File: src/rtl/prescaler_bank_if.sv
// Bus bundle for prescaler_bank: channel controls, divide-value write port and enable outputs.
// The sync_restart signal exists only when PRESCALER_SYNC_EN is defined.
interface prescaler_bank_if #(
  parameter int NUM_CH = 4,
  parameter int CNT_W  = 32
);
  localparam int CH_W = (NUM_CH > 1) ? $clog2(NUM_CH) : 1;

  logic [NUM_CH-1:0] enable;
  logic [NUM_CH-1:0] oneshot;
  logic [NUM_CH-1:0] trigger;
  logic              cfg_we;
  logic [CH_W-1:0]   cfg_ch;
  logic [CNT_W-1:0]  cfg_value;
  logic [NUM_CH-1:0] slowEnPulse;
  logic [NUM_CH-1:0] slowEnPulse_d;
  logic [NUM_CH-1:0] busy;
`ifdef PRESCALER_SYNC_EN
  logic              sync_restart;
`endif

  modport master (
`ifdef PRESCALER_SYNC_EN
    output sync_restart,
`endif
    output enable, oneshot, trigger, cfg_we, cfg_ch, cfg_value,
    input  slowEnPulse, slowEnPulse_d, busy
  );

  modport slave (
`ifdef PRESCALER_SYNC_EN
    input  sync_restart,
`endif
    input  enable, oneshot, trigger, cfg_we, cfg_ch, cfg_value,
    output slowEnPulse, slowEnPulse_d, busy
  );
endinterface

File: src/rtl/prescaler_bank.sv
// Multi-channel clock-enable generator: periodic or one-shot divided pulses plus a delayed copy.
// Optional feature: define PRESCALER_SYNC_EN to add bus.sync_restart (global phase realignment).
module prescaler_bank #(
  parameter int NUM_CH  = 4,
  parameter int CNT_W   = 32,
  parameter int DLY     = 1,
  parameter int RST_DIV = 49
) (
  input  logic             clk,
  input  logic             resetN,
  prescaler_bank_if.slave  bus
);
  localparam int CH_W = (NUM_CH > 1) ? $clog2(NUM_CH) : 1;

  typedef enum logic {IDLE = 1'b0, RUN = 1'b1} osState_t;

  logic [CNT_W-1:0]  cntR       [NUM_CH];
  logic [CNT_W-1:0]  divR       [NUM_CH];
  logic [CNT_W-1:0]  shadowR    [NUM_CH];
  logic [CNT_W-1:0]  shadowNext [NUM_CH];
  osState_t          stateR     [NUM_CH];
  logic [NUM_CH-1:0] modeR;
  logic [NUM_CH-1:0] pulseR;
  logic [NUM_CH-1:0] busyR;
  logic [NUM_CH-1:0] dlyR       [DLY];
  logic [NUM_CH-1:0] wrap;
  logic [NUM_CH-1:0] osMode;
  logic              syncRestart;

`ifdef PRESCALER_SYNC_EN
  assign syncRestart = bus.sync_restart;
`else
  assign syncRestart = 1'b0;
`endif

  // Per-channel shadow forwarding, wrap detect and effective mode (latched while a period is in progress)
  always_comb begin
    for (int i = 0; i < NUM_CH; i++) begin
      shadowNext[i] = (bus.cfg_we && (bus.cfg_ch == CH_W'(i))) ? bus.cfg_value : shadowR[i];
      wrap[i]       = (cntR[i] >= divR[i]);
      osMode[i]     = (modeR[i] ? (stateR[i] == RUN) : bus.enable[i]) ? modeR[i] : bus.oneshot[i];
    end
  end

  // Shadow divide registers written by the config port
  always_ff @(posedge clk or negedge resetN) begin
    if (!resetN) begin
      for (int i = 0; i < NUM_CH; i++) shadowR[i] <= CNT_W'(RST_DIV);
    end else begin
      for (int i = 0; i < NUM_CH; i++) shadowR[i] <= shadowNext[i];
    end
  end

  // Channel counters, one-shot FSMs and registered pulse/busy outputs
  always_ff @(posedge clk or negedge resetN) begin
    if (!resetN) begin
      for (int i = 0; i < NUM_CH; i++) begin
        cntR[i]   <= '0;
        divR[i]   <= CNT_W'(RST_DIV);
        stateR[i] <= IDLE;
      end
      modeR  <= '0;
      pulseR <= '0;
      busyR  <= '0;
    end else begin
      for (int i = 0; i < NUM_CH; i++) begin
        if (syncRestart) begin
          cntR[i]   <= '0;
          pulseR[i] <= 1'b0;
          stateR[i] <= IDLE;
          divR[i]   <= shadowNext[i];
          modeR[i]  <= bus.oneshot[i];
          busyR[i]  <= bus.enable[i] & ~bus.oneshot[i];
        end else if (!osMode[i]) begin
          stateR[i] <= IDLE;
          busyR[i]  <= bus.enable[i];
          if (bus.enable[i] && wrap[i]) begin
            cntR[i]   <= '0;
            pulseR[i] <= 1'b1;
            divR[i]   <= shadowNext[i];
            modeR[i]  <= bus.oneshot[i];
          end else if (bus.enable[i]) begin
            cntR[i]   <= cntR[i] + CNT_W'(1);
            pulseR[i] <= 1'b0;
          end else begin
            // Disabled: count frozen, but divide and mode may be updated freely
            pulseR[i] <= 1'b0;
            divR[i]   <= shadowNext[i];
            modeR[i]  <= bus.oneshot[i];
          end
        end else begin
          case (stateR[i])
            IDLE: begin
              cntR[i]   <= '0;
              pulseR[i] <= 1'b0;
              divR[i]   <= shadowNext[i];
              modeR[i]  <= bus.oneshot[i];
              if (bus.trigger[i] && bus.enable[i]) begin
                stateR[i] <= RUN;
                busyR[i]  <= 1'b1;
              end else begin
                stateR[i] <= IDLE;
                busyR[i]  <= 1'b0;
              end
            end
            RUN: begin
              if (bus.enable[i] && wrap[i]) begin
                cntR[i]   <= '0;
                pulseR[i] <= 1'b1;
                stateR[i] <= IDLE;
                busyR[i]  <= 1'b0;
                divR[i]   <= shadowNext[i];
                modeR[i]  <= bus.oneshot[i];
              end else if (bus.enable[i]) begin
                cntR[i]   <= cntR[i] + CNT_W'(1);
                pulseR[i] <= 1'b0;
                busyR[i]  <= 1'b1;
              end else begin
                pulseR[i] <= 1'b0;
                busyR[i]  <= 1'b1;
                divR[i]   <= shadowNext[i];
              end
            end
            default: begin
              cntR[i]   <= '0;
              pulseR[i] <= 1'b0;
              stateR[i] <= IDLE;
              busyR[i]  <= 1'b0;
            end
          endcase
        end
      end
    end
  end

  // Delay line producing slowEnPulse_d; keeps shifting regardless of enable
  always_ff @(posedge clk or negedge resetN) begin
    if (!resetN) begin
      for (int k = 0; k < DLY; k++) dlyR[k] <= '0;
    end else begin
      dlyR[0] <= pulseR;
      for (int k = 1; k < DLY; k++) dlyR[k] <= dlyR[k-1];
    end
  end

  assign bus.slowEnPulse   = pulseR;
  assign bus.slowEnPulse_d = dlyR[DLY-1];
  assign bus.busy          = busyR;
endmodule
File: src/flat_wrapper.sv
// flat-port wrapper written by rule: the top's interface ports become plain ports
module prescaler_bank_flat 
#(
  parameter int NUM_CH  = 4,
  parameter int CNT_W   = 32,
  parameter int DLY     = 1,
  parameter int RST_DIV = 49
)
  (clk, resetN, bus_enable, bus_oneshot, bus_trigger, bus_cfg_we, bus_cfg_ch, bus_cfg_value, bus_slowEnPulse, bus_slowEnPulse_d, bus_busy);
  prescaler_bank_if #(.NUM_CH(NUM_CH), .CNT_W(CNT_W)) bus_i ();
  input  logic clk;
  input  logic resetN;
  input wire logic [$bits(bus_i.enable)-1:0] bus_enable;
  input wire logic [$bits(bus_i.oneshot)-1:0] bus_oneshot;
  input wire logic [$bits(bus_i.trigger)-1:0] bus_trigger;
  input wire logic [$bits(bus_i.cfg_we)-1:0] bus_cfg_we;
  input wire logic [$bits(bus_i.cfg_ch)-1:0] bus_cfg_ch;
  input wire logic [$bits(bus_i.cfg_value)-1:0] bus_cfg_value;
  output wire logic [$bits(bus_i.slowEnPulse)-1:0] bus_slowEnPulse;
  output wire logic [$bits(bus_i.slowEnPulse_d)-1:0] bus_slowEnPulse_d;
  output wire logic [$bits(bus_i.busy)-1:0] bus_busy;
  assign bus_i.enable = bus_enable;
  assign bus_i.oneshot = bus_oneshot;
  assign bus_i.trigger = bus_trigger;
  assign bus_i.cfg_we = bus_cfg_we;
  assign bus_i.cfg_ch = bus_cfg_ch;
  assign bus_i.cfg_value = bus_cfg_value;
  assign bus_slowEnPulse = bus_i.slowEnPulse;
  assign bus_slowEnPulse_d = bus_i.slowEnPulse_d;
  assign bus_busy = bus_i.busy;
  prescaler_bank #(.NUM_CH(NUM_CH), .CNT_W(CNT_W), .DLY(DLY), .RST_DIV(RST_DIV)) u_core (.clk(clk), .resetN(resetN), .bus(bus_i));
endmodule
File: config.mk
export PLATFORM = sky130hd
export DESIGN_NAME = prescaler_bank_flat
export DESIGN_NICKNAME = d
export VERILOG_FILES = /design/src/rtl/prescaler_bank_if.sv /design/src/rtl/prescaler_bank.sv /design/src/flat_wrapper.sv
export SDC_FILE = /design/constraint.sdc
export NUM_CORES = 1
export LEC_CHECK = 0
export CAP_MARGIN = 25
export CORE_UTILIZATION = 56
export DETAILED_ROUTE_END_ITERATION = 7
export PLACE_DENSITY = 0.78
export SYNTH_ARGS = -nofsm -noshare
export SYNTH_HDL_FRONTEND = slang
export SYNTH_SLANG_ARGS = --single-unit
File: constraint.sdc
create_clock -name clk -period 2.4 [get_ports clk]
set_input_delay 0.36 -clock clk [delete_from_list [all_inputs] [get_ports clk]]
set_output_delay 0.36 -clock clk [all_outputs]
set_load 0.05 [all_outputs]
==> results by group, run 1 <==
Run status
  – Status: finished, violations left
  – Failing checks: negative setup slack

Synth
  – Synthesized area: 20000 um^2
  – Yosys reg bits: 404
  – Synth Warn #: 0
  – Syn Area/Cell: 11.4 um^2
  – Post-synth top area share: 0.474
  – Post-synth EDFFs: 0
  – Mapped Cells: 1761
  – Most frequent cell after synthesis: dfrtp_1
  – Area leader, netlist: dfrtp_1
  – Post-synth top flop: dfrtp_1
  – Fraction of registers with async set/reset: 1.00
  – Most frequent cells after synthesis: dfrtp_1 (380), mux2_2 (256), inv_1 (147), ha_1 (132), nand2_1 (116)
  – Post-synth cell types: 71
  – Total nets after synthesis: 1942
  – Sequential area share after synthesis: 0.506
  – Leading post-synthesis cells by cell area: dfrtp_1 (47%), mux2_2 (14%), ha_1 (8.2%)

Timing
  – Fmax: 352 MHz
  – Unrepaired setup endpoints after global routing: yes
  – Final Hold Vio Count: 0
  – Pins Over Slew Limit: 0
  – Setup violators final: 229
  – PnR worst setup slack: -442 ps
  – Final Cycle Share: 1.18
  – Slew Limit Headroom: 0.463
  – Setup TNS: -61290 ps
  – WHS: 271 ps
  – Worst slew pin tran: 806 ps
  – Period minus WS final: 2840 ps
  – Final Skew: 18.4 ps

Clocking
  – Root Buffer: clkbuf_16
  – Clock transition at path regs: 70 ps
  – Clock Path Buffers: 3
  – CTS tree: yes
  – Clock network latency to the later pin of the worst-skew pair: 560 ps
  – TritonCTS Buffers: 43
  – H-tree depth reported by CTS: 2
  – Clk sinks: 404

Run
  – Max-cap viol count: 0

Global routing
  – Busiest grt layer: met2
  – Remaining Overflow, GRT: 0
  – GR Util met1: 0.373
  – First-pass GRT wire length: 87.4 mm
  – Vias in the first global route: 16600
  – Met3 Use GR: 0.0584
  – M2 GR Usage: 0.542
  – Initial antenna violation count: 2
  – Largest net degree at the start of global routing: 85
  – Total GRT Usage: 0.310

Worst setup path
  – CP cell instances: inv_2 > ha_4 > or3_4 > a211o_1 > a31oi_4 > a2111oi_4 > nor4b_4 > buf_6 > buf_16 > mux2_4
  – Worst Reg-to-Reg Cells: 10
  – Largest delay share family, worst path: simple AND/OR/NAND/NOR gates
  – Critical path class: flop to flop
  – Slowest-stage cell, CP: dfstp_2
  – Crit. End Element: flop
  – Crit path max fanout: 8
  – Buf/Inv on CP: 3
  – CP arrival: 3290 ps
  – Critical Path Max Stage Delay: 540 ps
  – R2r setup slk: -440 ps
  – Reg-to-reg endpoint: u_core.divR[19]
  – CP startpoint kind: flop
  – CP required: 2850 ps
  – R2r startpoint: u_core.divR[4]

Power and ir drop
  – Logic pwr share: 0.264
  – Lkg Pwr: 12.5 nW
  – Worst VDD drop: 885 uV
  – Switch Pwr: 6.55 mW
  – Sequential share of power: 0.401
  – Sw Share: 0.295
  – Pint: 15.7 mW
  – Clock share of power: 0.335
  – Pwr/cell area: 833 nW/um^2

Route
  – DRT iter0 DRCs: 1038
  – Drc violations: 0
  – Initial DRT Pass Iterations: 5
  – Via count: 15400
  – Final WL: 58.1 mm
  – Vias per cell: 6.01
  – Post-detailed-route wirelength per cell: 22.7 um
  – Final ANT Viol Nets: 0

Place
  – Dpl ws: -339 ps
  – Buffers on Ports: 60
  – Placed Cells: 2433
  – Post-DP HPWL: 33.4 mm
  – Global placement routability congestion: 0.819

Min path
  – HP Class: input port to async pin

Floorplanning
  – Horiz. Die Dim: 191 um
  – Row count: 68
  – Initial Util: 0.575
  – # IOs: 61
  – Die Span Y: 191 um
  – Core Area: 34900 um^2
  – Die Area: 36600 um^2

Layout
  – Final core utilization: 0.765
  – Share of cells above drive strength 1: 0.362
  – Final net count: 2252
  – Fin cells: 2560
  – Area delta synth->final: 33.2%
  – Fill cells: 2066
repair_timing:
item | 4_1_cts | 5_1_grt
cloned | 14 | 9
pin swaps | 65 | 56
hold endpoints to repair | 24 | 0
resized for setup | 139 | 134
hold buffers | 1 | 0
endpoints found under the setup margin | 199 | 265
setup buffers | 16 | 17
power groups by stage:
stage	logic, mW	clock network (mW)	registers (mW)
after floorplan	3.17	0	8.74
after global placement	4.51	0	8.83
after detailed placement	4.77	0	8.89
after CTS	5.36	7.46	8.83
after global routing	6.32	7.76	9.00
final	5.88	7.45	8.90
through the flow:
stage,total power [mW],instance area (um^2)
floorplan,11.9,20500
global placement,13.3,23200
detailed placement,13.7,23200
CTS,21.7,25900
global route,23.1,26700
finish,22.2,26700
per-layer routing:
layer,wire length (um),up-vias,part of all wire
li1,-,6804,-
met1,22600,7828,0.39
met2,29700,547,0.51
met3,3410,195,0.059
met4,2510,0,0.043
met5,0,-,0
flip-flops by register name, summed over array words and instances, names as in the netlist:
signal,count
u_core.cntR,128
u_core.divR,128
u_core.shadowR,128
u_core.bus.busy,4
u_core.bus.slowEnPulse,4
u_core.bus.slowEnPulse_d,4
u_core.modeR,4
u_core.stateR,4
worst register-to-register path, stage by stage, from the launching register on:
cell and delay [ps]:
dfstp_2 540, inv_2 50, ha_4 160, or3_4 350
a211o_1 280, a31oi_4 250, a2111oi_4 130, nor4b_4 320
buf_6 180, buf_16 150, mux2_4 320
final cells by class:
class                           instances  area [um^2]  area share
Clock buffer                           58         1230      0.0463
Multi-Input combinational cell       1148        10600       0.398
Antenna cell                            1         2.50   0.0000937
Clock inverter                         20          330      0.0124
Tap cell                              455          569      0.0213
Timing Repair Buffer                  327         3240       0.121
Inverter                              147          552      0.0207
Sequential cell                       404        10100       0.380
cells in the final DEF, fill, tap and decap left out, drive strengths merged, types with 4 or more instances in the layout:
cell type / n
a21boi: 7
a21o: 6
a21oi: 57
a31oi: 7
and2: 7
and3: 24
and4: 12
buf: 261
bufinv: 9
clkbuf: 64
clkdlybuf4s50: 59
clkinv: 9
dfrtp: 380
dfstp: 24
ha: 132
inv: 147
mux2: 260
nand2: 116
nand2b: 7
nand3: 54
nand4: 56
nor2: 64
nor2b: 10
nor3: 105
nor4: 16
nor4b: 6
o2111ai: 4
o21a: 8
o21ai: 29
o22ai: 4
or3: 4
xnor2: 49
xor2: 64
logic make-up after synthesis:
kind of cell	count (synthesis)	share of synthesized area
buf+inv	209	0.0418
flops	404	0.506
xor+xnor	113	0.0494
mux	260	0.146
compound gates	152	0.0489
simple gates	491	0.126
fa+ha+maj	132	0.0824
worst max-delay path by stage:
stage / start / to / slack, ps / cells after the start
finish: u_core.divR[4] / u_core.divR[19] / -440 / 10
global route: u_core.divR[4] / u_core.divR[23] / -510 / 10
CTS: u_core.divR[4] / u_core.divR[25] / -270 / 10
detailed placement: u_core.divR[115] / u_core.divR[127] / -340 / 9
global placement: u_core.cntR[113] / u_core.divR[127] / -290 / 8
floorplan: u_core.divR[4] / u_core.divR[21] / -250 / 9
No activity file was read; power rests on OpenSTA's default activity.
==> run 2: changes to the inputs <==
--- a/config.mk
+++ b/config.mk
@@ -6,9 +6,9 @@
 export NUM_CORES = 1
 export LEC_CHECK = 0
 export CAP_MARGIN = 25
-export CORE_UTILIZATION = 56
+export CORE_UTILIZATION = 41
 export DETAILED_ROUTE_END_ITERATION = 7
-export PLACE_DENSITY = 0.78
+export PLACE_DENSITY = 0.6
 export SYNTH_ARGS = -nofsm -noshare
 export SYNTH_HDL_FRONTEND = slang
 export SYNTH_SLANG_ARGS = --single-unit
==> results by group, run 2 (synthesis results as in run 1) <==
Run status
  – Failing checks: negative setup slack
  – Status: finished, violations left

Route
  – Final ANT Viol Nets: 0
  – Final WL: 52.3 mm
  – DRT met1 WL: 24.3 mm
  – DRT iter0 DRCs: 844
  – WL met3: 1.78 mm
  – DR top layer: met4
  – Met2 WL: 25.2 mm
  – Drc violations: 0
  – Post-detailed-route wirelength per cell: 19.0 um
  – Via count: 14500
  – Initial DRT Pass Iterations: 7
  – Vias per cell: 5.26

Timing
  – Final Cycle Share: 1.13
  – Setup TNS: -38630 ps
  – Worst slew pin tran: 841 ps
  – Setup violators final: 197
  – Unrepaired setup endpoints after global routing: yes
  – Final Hold Vio Count: 0
  – Final Skew: 14.0 ps
  – Fmax: 370 MHz
  – Slew Limit Headroom: 0.439
  – PnR worst setup slack: -301 ps
  – Pins Over Slew Limit: 0
  – Period minus WS final: 2700 ps
  – WHS: 263 ps

Power and ir drop
  – Total power: 22.2 mW
  – Pint: 16.0 mW
  – Lkg Pwr: 12.7 nW
  – Worst VDD drop: 598 uV
  – Sequential share of power: 0.396
  – Switch Pwr: 6.22 mW
  – Clock share of power: 0.348
  – Logic pwr share: 0.255
  – Sw Share: 0.280
  – Pwr/cell area: 824 nW/um^2

Worst setup path
  – Critical path class: flop to flop
  – Worst Reg-to-Reg Cells: 10
  – R2r setup slk: -300 ps
  – CP startpoint kind: flop
  – CP arrival: 3150 ps
  – CP required: 2850 ps
  – Crit. End Element: flop
  – Crit path max fanout: 8

Place
  – Placed cell areas: 23500 um^2
  – Buffers on Ports: 60
  – Placed Cells: 2608
  – Global placement routability congestion: 0.811
  – Dpl ws: -304 ps
  – Post-DP HPWL: 33.7 mm

Floorplanning
  – Horiz. Die Dim: 223 um
  – Die Span Y: 223 um
  – Die Area: 49800 um^2
  – Initial Util: 0.418
  – # IOs: 61
  – Row count: 80
  – Core Area: 47900 um^2

Clocking
  – Root Buffer: clkbuf_16
  – CTS tree: yes
  – Clk sinks: 404
  – Clock network latency to the later pin of the worst-skew pair: 580 ps
  – H-tree depth reported by CTS: 2
  – Clock Path Buffers: 3
  – Clock transition at path regs: 60 ps
  – TritonCTS Buffers: 45

Layout
  – Final core utilization: 0.562
  – ANT cells: 0
  – Commonest non-fill, non-tap cells in the layout: dfrtp_1 (379), buf_4 (236), inv_1 (137)
  – Fill cells: 4010
  – Share of cells above drive strength 1: 0.358
  – Final Instance Area: 27000 um^2
  – Fin cells: 2752
  – Biggest regs: u_core.cntR x128, u_core.divR x128, u_core.shadowR x128
  – Area delta synth->final: 34.5%
  – Final net count: 2281
  – Most common cell after layout, fill and taps aside: dfrtp_1

Global routing
  – Vias in the first global route: 15300
  – Largest net degree at the start of global routing: 88
  – First-pass GRT wire length: 83.7 mm
  – Remaining Overflow, GRT: 0
  – Initial antenna violation count: 5
  – Total GRT Usage: 0.214

Run
  – Max-cap viol count: 0

Min path
  – HP Class: input port to async pin
-- run 2: changes by cell type in the layout (fill, tap and decap cells not counted), moves of 7 or more --
cell / before / now
buf_4: 205 / 236
buf_12: 22 / 30
buf_6: 20 / 13
nor3_1: 40 / 70
nor3_4: 43 / 24
nor3_2: 22 / 11
-- run 2: power groups by stage --
stage,clock (mW),sequential [mW],combinational (mW)
after floorplan,0,8.74,3.17
after global placement,0,8.84,4.73
after detailed placement,0,8.87,4.90
after CTS,7.89,8.78,5.60
after global routing,8.19,8.93,6.21
final,7.73,8.80,5.66
-- run 2: critical path, stage by stage, from the launching register on --
cell and delay, ps:
dfstp_2 530, inv_2 40, ha_4 150, or3_4 330, a211o_1 270, a31oi_4 220, a2111oi_4 110, nor4b_4 270
buf_4 200, buf_16 150, mux2_4 300
-- run 2: path summary, 6_finish.rpt --
check / from / endpoint
max in group asynchronous: resetN / u_core.divR[0]
worst min register to register: u_core.bus.slowEnPulse[0] / u_core.bus.slowEnPulse_d[0]
worst min-delay path: resetN / u_core.cntR[89]
worst max-delay path: u_core.divR[4] / u_core.divR[11]
min in group clk: u_core.bus.slowEnPulse[0] / u_core.bus.slowEnPulse_d[0]
worst max register to register: u_core.divR[4] / u_core.divR[11]
-- run 2: repair_timing --
| item | 4_1_cts | 5_1_grt |
|---|---|---|
| gates resized for setup | 130 | 86 |
| buffers inserted | 39 | 15 |
| endpoints found under the hold margin | 35 | 0 |
| cloned | 16 | 8 |
| hold buffers | 1 | 0 |
| endpoints found under the setup margin | 236 | 263 |
| pin swaps | 54 | 49 |
-- run 2: final cells by class --
cell class | count | area (um^2) | area share
tap | 615 | 769 | 0.0285
multi-input combinational | 1148 | 10400 | 0.385
inverter | 147 | 552 | 0.0205
sequential | 404 | 10100 | 0.376
timing repair buffer | 354 | 3460 | 0.128
clock buffer | 67 | 1340 | 0.0498
clock inverter | 17 | 317 | 0.0117
-- run 2: metal layers --
layer | vias up | GRT usage
met3 | 71 | 0.0277
met1 | 7307 | 0.295
met4 | 0 | 0.0572
li1 | 6881 | -
met2 | 227 | 0.355
met5 | - | 0
